`src/rtl/pong_pkg.sv`:
```
// Shared encodings and types for the pong game core.
package pong_pkg;

   // Game state encodings (2-bit, legacy-compatible constants)
   typedef logic [1:0] state_t;
   localparam state_t ST_IDLE      = 2'd0;
   localparam state_t ST_SERVE     = 2'd1;
   localparam state_t ST_PLAY      = 2'd2;
   localparam state_t ST_GAME_OVER = 2'd3;

   // Winner encodings
   typedef logic [1:0] winner_t;
   localparam winner_t WIN_NONE = 2'd0;
   localparam winner_t WIN_P1   = 2'd1;
   localparam winner_t WIN_P2   = 2'd2;

   // Signed coordinate: two extra bits so x+v / y+v never wraps.
   // Sized for the default 10-bit coordinate width.
   localparam int DEF_COORD_W = 10;
   typedef logic signed [DEF_COORD_W+1:0] scoord_t;

endpackage

```
`src/rtl/pong_paddle_ctrl.sv`:
```
// One player's paddle: saturating y register driven by up/dn buttons.
module pong_paddle_ctrl
   import pong_pkg::*;
#(
   parameter int COORD_W      = 10,
   parameter int FIELD_H      = 480,
   parameter int PADDLE_R     = 32,
   parameter int PADDLE_SPEED = 4
)(
   input  logic               clk,
   input  logic               rst,
   input  logic               enable,
   input  logic               recentre,
   input  logic               up,
   input  logic               dn,
   output logic [COORD_W-1:0] y
);

   localparam int SW = COORD_W + 2;
   localparam logic signed [SW-1:0] Y_MIN = SW'(PADDLE_R);
   localparam logic signed [SW-1:0] Y_MAX = SW'(FIELD_H - 1 - PADDLE_R);
   localparam logic signed [SW-1:0] STEP  = SW'(PADDLE_SPEED);
   localparam logic [COORD_W-1:0]   Y_CTR = COORD_W'(FIELD_H / 2);

   logic signed [SW-1:0] cur, mv, nxt;

   // Candidate move (both/neither pressed holds), then clamp to the field
   always_comb begin
      cur = $signed({2'b00, y});
      mv  = cur;
      if (up && !dn)
         mv = cur - STEP;
      else if (dn && !up)
         mv = cur + STEP;
      nxt = mv;
      if (mv < Y_MIN)
         nxt = Y_MIN;
      else if (mv > Y_MAX)
         nxt = Y_MAX;
   end

   // Paddle register: recentre has priority over a normal move
   always_ff @(posedge clk or negedge rst) begin
      if (!rst)
         y <= Y_CTR;
      else if (recentre)
         y <= Y_CTR;
      else if (enable)
         y <= COORD_W'(nxt);
   end

endmodule

```
`src/rtl/pong_engine.sv`:
```
// Two-player pong core: ball motion, collisions, scoring and game sequencing.
// All game state advances only on frame_tick; event pulses are registered.
module pong_engine
   import pong_pkg::*;
#(
   parameter int COORD_W      = 10,
   parameter int FIELD_W      = 640,
   parameter int FIELD_H      = 480,
   parameter int BALL_R       = 4,
   parameter int PADDLE_R     = 32,
   parameter int P1_X         = 50,
   parameter int P2_X         = 590,
   parameter int BALL_SPEED   = 2,
   parameter int PADDLE_SPEED = 4,
   parameter int WIN_SCORE    = 7,
   parameter int SCORE_W      = 4,
   parameter int SERVE_DELAY  = 60
)(
   input  logic               clk,
   input  logic               rst,
   input  logic               frame_tick,
   input  logic               start,
   input  logic               p1_up,
   input  logic               p1_dn,
   input  logic               p2_up,
   input  logic               p2_dn,
   output logic [COORD_W-1:0] ball_x,
   output logic [COORD_W-1:0] ball_y,
   output logic [COORD_W-1:0] p1_y,
   output logic [COORD_W-1:0] p2_y,
   output logic [SCORE_W-1:0] score1,
   output logic [SCORE_W-1:0] score2,
   output logic [1:0]         state,
   output logic [1:0]         winner,
   output logic               wall_hit,
   output logic               paddle_hit,
   output logic               point
);

   localparam int SW    = COORD_W + 2;
   localparam int CNT_W = (SERVE_DELAY < 2) ? 1 : $clog2(SERVE_DELAY + 1);

   localparam logic [COORD_W-1:0]   CX     = COORD_W'(FIELD_W / 2);
   localparam logic [COORD_W-1:0]   CY     = COORD_W'(FIELD_H / 2);
   localparam logic signed [SW-1:0] SPD    = SW'(BALL_SPEED);
   localparam logic signed [SW-1:0] Y_TOP  = SW'(BALL_R);
   localparam logic signed [SW-1:0] Y_BOT  = SW'(FIELD_H - 1 - BALL_R);
   localparam logic signed [SW-1:0] X_L    = SW'(P1_X + BALL_R);
   localparam logic signed [SW-1:0] X_R    = SW'(P2_X - BALL_R);
   localparam logic signed [SW-1:0] X_GL   = SW'(BALL_R);
   localparam logic signed [SW-1:0] X_GR   = SW'(FIELD_W - 1 - BALL_R);
   localparam logic signed [SW-1:0] REACH  = SW'(PADDLE_R + BALL_R);
   localparam logic [SCORE_W-1:0]   WIN_S  = SCORE_W'(WIN_SCORE);
   localparam logic [CNT_W-1:0]     S_LOAD = CNT_W'(SERVE_DELAY);
   localparam logic [CNT_W-1:0]     S_ONE  = CNT_W'(1);

   // Velocity magnitudes are fixed; only the signs are state
   logic             vx_neg, vy_neg;
   logic [CNT_W-1:0] serve_cnt;

   logic paddle_en, paddle_rc;

   assign paddle_en = frame_tick && (state == ST_SERVE || state == ST_PLAY);
   assign paddle_rc = frame_tick && (state == ST_GAME_OVER) && start;

   pong_paddle_ctrl #(
      .COORD_W(COORD_W), .FIELD_H(FIELD_H),
      .PADDLE_R(PADDLE_R), .PADDLE_SPEED(PADDLE_SPEED)
   ) u_p1 (
      .clk(clk), .rst(rst), .enable(paddle_en), .recentre(paddle_rc),
      .up(p1_up), .dn(p1_dn), .y(p1_y)
   );

   pong_paddle_ctrl #(
      .COORD_W(COORD_W), .FIELD_H(FIELD_H),
      .PADDLE_R(PADDLE_R), .PADDLE_SPEED(PADDLE_SPEED)
   ) u_p2 (
      .clk(clk), .rst(rst), .enable(paddle_en), .recentre(paddle_rc),
      .up(p2_up), .dn(p2_dn), .y(p2_y)
   );

   logic signed [SW-1:0] bx, by, nx, ny, p1s, p2s, d1, d2, a1, a2;
   logic signed [SW-1:0] nx_res, ny_res;
   logic                 top_hit, bot_hit, hit_l, hit_r, goal_l, goal_r;
   logic [SCORE_W-1:0]   s1_next, s2_next;

   // Next ball position and collision/goal classification; paddle y used
   // here is the value registered before this tick
   always_comb begin
      bx  = $signed({2'b00, ball_x});
      by  = $signed({2'b00, ball_y});
      p1s = $signed({2'b00, p1_y});
      p2s = $signed({2'b00, p2_y});
      nx  = vx_neg ? (bx - SPD) : (bx + SPD);
      ny  = vy_neg ? (by - SPD) : (by + SPD);
      d1  = ny - p1s;
      d2  = ny - p2s;
      a1  = d1[SW-1] ? -d1 : d1;
      a2  = d2[SW-1] ? -d2 : d2;

      top_hit = (ny <= Y_TOP);
      bot_hit = (ny >= Y_BOT);
      hit_l   = vx_neg  && (bx > X_L) && (nx <= X_L) && (a1 <= REACH);
      hit_r   = !vx_neg && (bx < X_R) && (nx >= X_R) && (a2 <= REACH);
      goal_l  = !hit_l && !hit_r && (nx <= X_GL);
      goal_r  = !hit_l && !hit_r && (nx >= X_GR);

      ny_res = top_hit ? Y_TOP : (bot_hit ? Y_BOT : ny);
      nx_res = hit_l ? X_L : (hit_r ? X_R : nx);

      // Scores saturate at the winning value
      s1_next = (score1 == WIN_S) ? score1 : score1 + SCORE_W'(1);
      s2_next = (score2 == WIN_S) ? score2 : score2 + SCORE_W'(1);
   end

   // Game FSM, ball, velocity, scores and event pulses
   always_ff @(posedge clk or negedge rst) begin
      if (!rst) begin
         state      <= ST_IDLE;
         ball_x     <= CX;
         ball_y     <= CY;
         vx_neg     <= 1'b0;
         vy_neg     <= 1'b0;
         score1     <= '0;
         score2     <= '0;
         winner     <= WIN_NONE;
         serve_cnt  <= '0;
         wall_hit   <= 1'b0;
         paddle_hit <= 1'b0;
         point      <= 1'b0;
      end else begin
         wall_hit   <= 1'b0;
         paddle_hit <= 1'b0;
         point      <= 1'b0;
         if (frame_tick) begin
            case (state)
               ST_IDLE: begin
                  if (start) begin
                     state     <= ST_SERVE;
                     serve_cnt <= S_LOAD;
                  end
               end
               ST_SERVE: begin
                  ball_x <= CX;
                  ball_y <= CY;
                  if (serve_cnt <= S_ONE) begin
                     state     <= ST_PLAY;
                     serve_cnt <= '0;
                  end else begin
                     serve_cnt <= serve_cnt - S_ONE;
                  end
               end
               ST_PLAY: begin
                  if (goal_l || goal_r) begin
                     // A point overrides any wall bounce on the same tick;
                     // vy keeps its pre-tick sign
                     point     <= 1'b1;
                     ball_x    <= CX;
                     ball_y    <= CY;
                     serve_cnt <= S_LOAD;
                     if (goal_r) begin
                        // P1 scored: next serve travels leftward
                        score1 <= s1_next;
                        vx_neg <= 1'b1;
                        if (s1_next == WIN_S) begin
                           winner <= WIN_P1;
                           state  <= ST_GAME_OVER;
                        end else begin
                           state  <= ST_SERVE;
                        end
                     end else begin
                        // P2 scored: next serve travels rightward
                        score2 <= s2_next;
                        vx_neg <= 1'b0;
                        if (s2_next == WIN_S) begin
                           winner <= WIN_P2;
                           state  <= ST_GAME_OVER;
                        end else begin
                           state  <= ST_SERVE;
                        end
                     end
                  end else begin
                     ball_x     <= COORD_W'(nx_res);
                     ball_y     <= COORD_W'(ny_res);
                     wall_hit   <= top_hit || bot_hit;
                     paddle_hit <= hit_l || hit_r;
                     if (top_hit)
                        vy_neg <= 1'b0;
                     else if (bot_hit)
                        vy_neg <= 1'b1;
                     if (hit_l)
                        vx_neg <= 1'b0;
                     else if (hit_r)
                        vx_neg <= 1'b1;
                  end
               end
               default: begin
                  if (start) begin
                     score1    <= '0;
                     score2    <= '0;
                     winner    <= WIN_NONE;
                     ball_x    <= CX;
                     ball_y    <= CY;
                     state     <= ST_SERVE;
                     serve_cnt <= S_LOAD;
                  end
               end
            endcase
         end
      end
   end

endmodule

```
`config.mk`:
```
export PLATFORM = sky130hd
export DESIGN_NAME = pong_engine
export DESIGN_NICKNAME = d
export VERILOG_FILES = /design/src/rtl/pong_pkg.sv /design/src/rtl/pong_paddle_ctrl.sv /design/src/rtl/pong_engine.sv
export SDC_FILE = /design/constraint.sdc
export NUM_CORES = 1
export LEC_CHECK = 0
export ABC_AREA = 0
export CORE_MARGIN = 2
export CORE_UTILIZATION = 60
export DETAILED_ROUTE_END_ITERATION = 16
export GPL_ROUTABILITY_DRIVEN = 0
export PLACE_DENSITY = 0.87
export SLEW_MARGIN = 20
export SYNTH_ARGS = -nofsm -noshare
export SYNTH_HDL_FRONTEND = slang
export SYNTH_HIERARCHICAL = 1
export SYNTH_SLANG_ARGS = --single-unit
```
`constraint.sdc`:
```
create_clock -name clk -period 5.7 [get_ports clk]
set_input_delay 0.57 -clock clk [delete_from_list [all_inputs] [get_ports clk]]
set_output_delay 0.57 -clock clk [all_outputs]
set_load 0.05 [all_outputs]
```
==> qor.txt <==
Setup Viol. Count Final: 0
Post-synth EDFFs: 0
slowest stage delay, CP: 0.47 ns
Layout fillers: 947
cts repair resizes: 0
unrepaired setup endpoints after global routing: false
CP startpoint kind: flop
H-tree levels: 3
clk_lat worst skew: 0.34 ns
largest net degree at the start of global routing: 61
WL/cell: 17.4 um
CTS tree: built
sequential fraction of the synthesis area: 0.216
Clock Pin Slew Worst Setup and Hold Paths: 0.05 ns
register area: 0.00152 sq mm
Post-DP HPWL: 13,600 um
Synth warnings: 6
run status: finished, final reports clean
FMAX: 196 MHz
Max clock buf depth: 2
crit-path most repeated cell: ha_1
routed vias/inst: 6.61
grt ovf: 0
Post-Synthesis Cells: 889
Core ar.: 0.0114 sq mm
Routed Antenna Nets: 0
Place WS: 0.818 ns
Vias: 7,069
worst-path maximum fanout: 15
Die ar.: 0.0126 sq mm
WL final: 18,600 um
drt pass-1 iters: 6
synth-to-layout area growth: 12.4%
total power: 4.47 mW
net count after synthesis: 936
initial antenna violation count: 0
vias in the first global route: 6,453
hold_ws: 0.388 ns
Hold Vio Cnt, Final: 0
width of the die: 112 um
number of synthesized register bits: 60
crit path cell chain: inv_1 -> ha_1 -> a21oi_1 -> xnor2_1 -> ha_1 -> o21ai_1 -> nand2b_1 -> o2111a_1 -> o21a_1 -> or2_2 -> nor3_1 -> and4bb_2 -> a31oi_4 -> and2_4 -> mux2_4
Slowest-stage cell, CP: dfrtp_1
Post-synth top flop: dfrtp_1
top cells by count, synth: nand2_1 (73), nor2_1 (71), a21oi_1 (61), inv_1 (52), o21ai_0 (47)
Die H: 112 um
Cell Pwr Density: 566 mW/mm^2
Final period util: 0.895
Slew @ Worst Pin: 0.850 ns
Final nets: 968
share of layout cells above drive strength 1: 0.0907
Hold-fix buffers, CTS: 0
Worst VDD drop: 419 uV
Max-Cap Viols: 0
number of port buffers: 61
Setup Crit Path Kind: reg -> reg
largest area contributor in the netlist: dfrtp_1
io pins: 63
Async SR Flop Fraction: 1.00
Worst Path Required: 5.92 ns
Post-Synthesis Mean Instance Area: 7.90 sq um
Yosys top cell area share: 0.164
fin. max-slew vios: 0
CTS root buffer: clkbuf_16
Arr. time, crit path: 5.32 ns
Rel. slew slack: 0.426
Starting Density: 0.615
CP Capture Type: flop
top cells by area, synth: dfrtp_1 (16%), ha_1 (6.6%), dfstp_2 (5.2%)
area of the multi-input gates: 0.00505 sq mm
Sink Count: 60
First DRT Iteration DRCs: 695
synthesized cell area: 0.00702 sq mm
n_diodes: 0
Global Route Usage Sum: 0.294
count of cell types in the netlist: 104
DRC viols: 0
leak pwr: 3.26 nW
Hold WC Path Type: in -> async
first-pass GRT wire length: 30,900 um
Layout Skew: 0.00464 ns
TNS Setup: 0 ns
PnR worst setup slack: 0.600 ns
most common cell in the netlist: nand2_1
post-layout minimum cycle time: 5.10 ns
CTS Buf Count: 9
row count: 39
post-CTS setup repair buffer count: 0
worst paths after layout:
kind                       cells after the start           end          from  slack (ns)
max in group asynchronous                      2     score2[3]           rst        4.79
max reg2reg                                   15  serve_cnt[1]     ball_y[1]        0.60
max                                           15  serve_cnt[1]     ball_y[1]        0.60
min                                            2     ball_x[7]           rst        0.39
min reg2reg                                    2  serve_cnt[5]  serve_cnt[5]        0.51
min in group clk                               2  serve_cnt[5]  serve_cnt[5]        0.51
through the flow:
stage	cell area, sq um	util	cells
5_1_grt	7900	0.691	1069
6_report	7900	0.691	1069
2_1_floorplan	7020	-	889
4_1_cts	7900	0.691	1069
3_3_place_gp	7590	0.665	1053
3_5_place_dp	7590	0.665	1053
registers in the layout, summed over array words and instances, names as in the netlist:
register    cells
ball_y         10
u_p1/y          9
winner          2
score2          4
vx_neg          1
wall_hit        1
serve_cnt       6
point           1
paddle_hit      1
score1          4
vy_neg          1
state           2
u_p2/y          9
ball_x          9
routing by layer:
layer  track usage  up-vias  part of all wire
li1              -     3379                 -
met1         0.392     3351              0.44
met2         0.477      305              0.46
met3        0.0599       34             0.071
met4         0.105        0             0.024
met5             0        -                 0
where the power goes:
part           leakage [nW]  internal (mW)  switching, mW
sequential            0.747          0.552          0.232
combinational          2.36           1.20           1.94
clock                 0.150          0.340          0.209
placed cells by master (no fill, tap or decap), drive strengths merged, types with 7 or more instances in the layout:
master / instances
nand2: 73
nor2: 72
a21oi: 61
clkdlybuf4s50: 60
inv: 54
o21ai: 51
dfrtp: 46
ha: 37
nand3: 35
nor3: 29
xnor2: 23
nand2b: 19
and3: 19
xor2: 17
a21o: 17
and2: 16
dfstp: 14
a211oi: 14
o31ai: 12
or3: 12
a31oi: 12
or2: 12
o211ai: 11
mux2i: 10
clkbuf: 9
nand3b: 9
o21a: 9
nor3b: 9
o22ai: 8
nor2b: 8
nor4b: 8
o211a: 7
a22oi: 7
worst max-delay path: cells and delay by family (launching register included):
family	cells	cell delay, ns
AOI/OAI and AO/OA	5	1.38
and+or+nand+nor	5	1.35
adders and majority gates	2	0.70
muxes	1	0.30
xor gates and xnor gates	1	0.46
buffers and inverters	1	0.31
DFF	1	0.47
layout make-up:
cell class	instances	share of cell area
clock buffer	9	0.0285
timing repair buffer	66	0.0815
clock inverter	7	0.00951
multi-input combinational	731	0.640
inverter	53	0.0252
tap	143	0.0227
sequential	60	0.192
cells by family after synthesis:
family                   share of synthesized area
flip-flops                                   0.216
AO/OA/AOI/OAI                                0.297
other                                     0.000534
multiplexers                                0.0217
AND/OR/NAND/NOR                              0.279
adder cells (fa/ha/maj)                     0.0716
buffers and inverters                       0.0640
XOR/XNOR                                    0.0499
(Power assumes the default switching activity.)
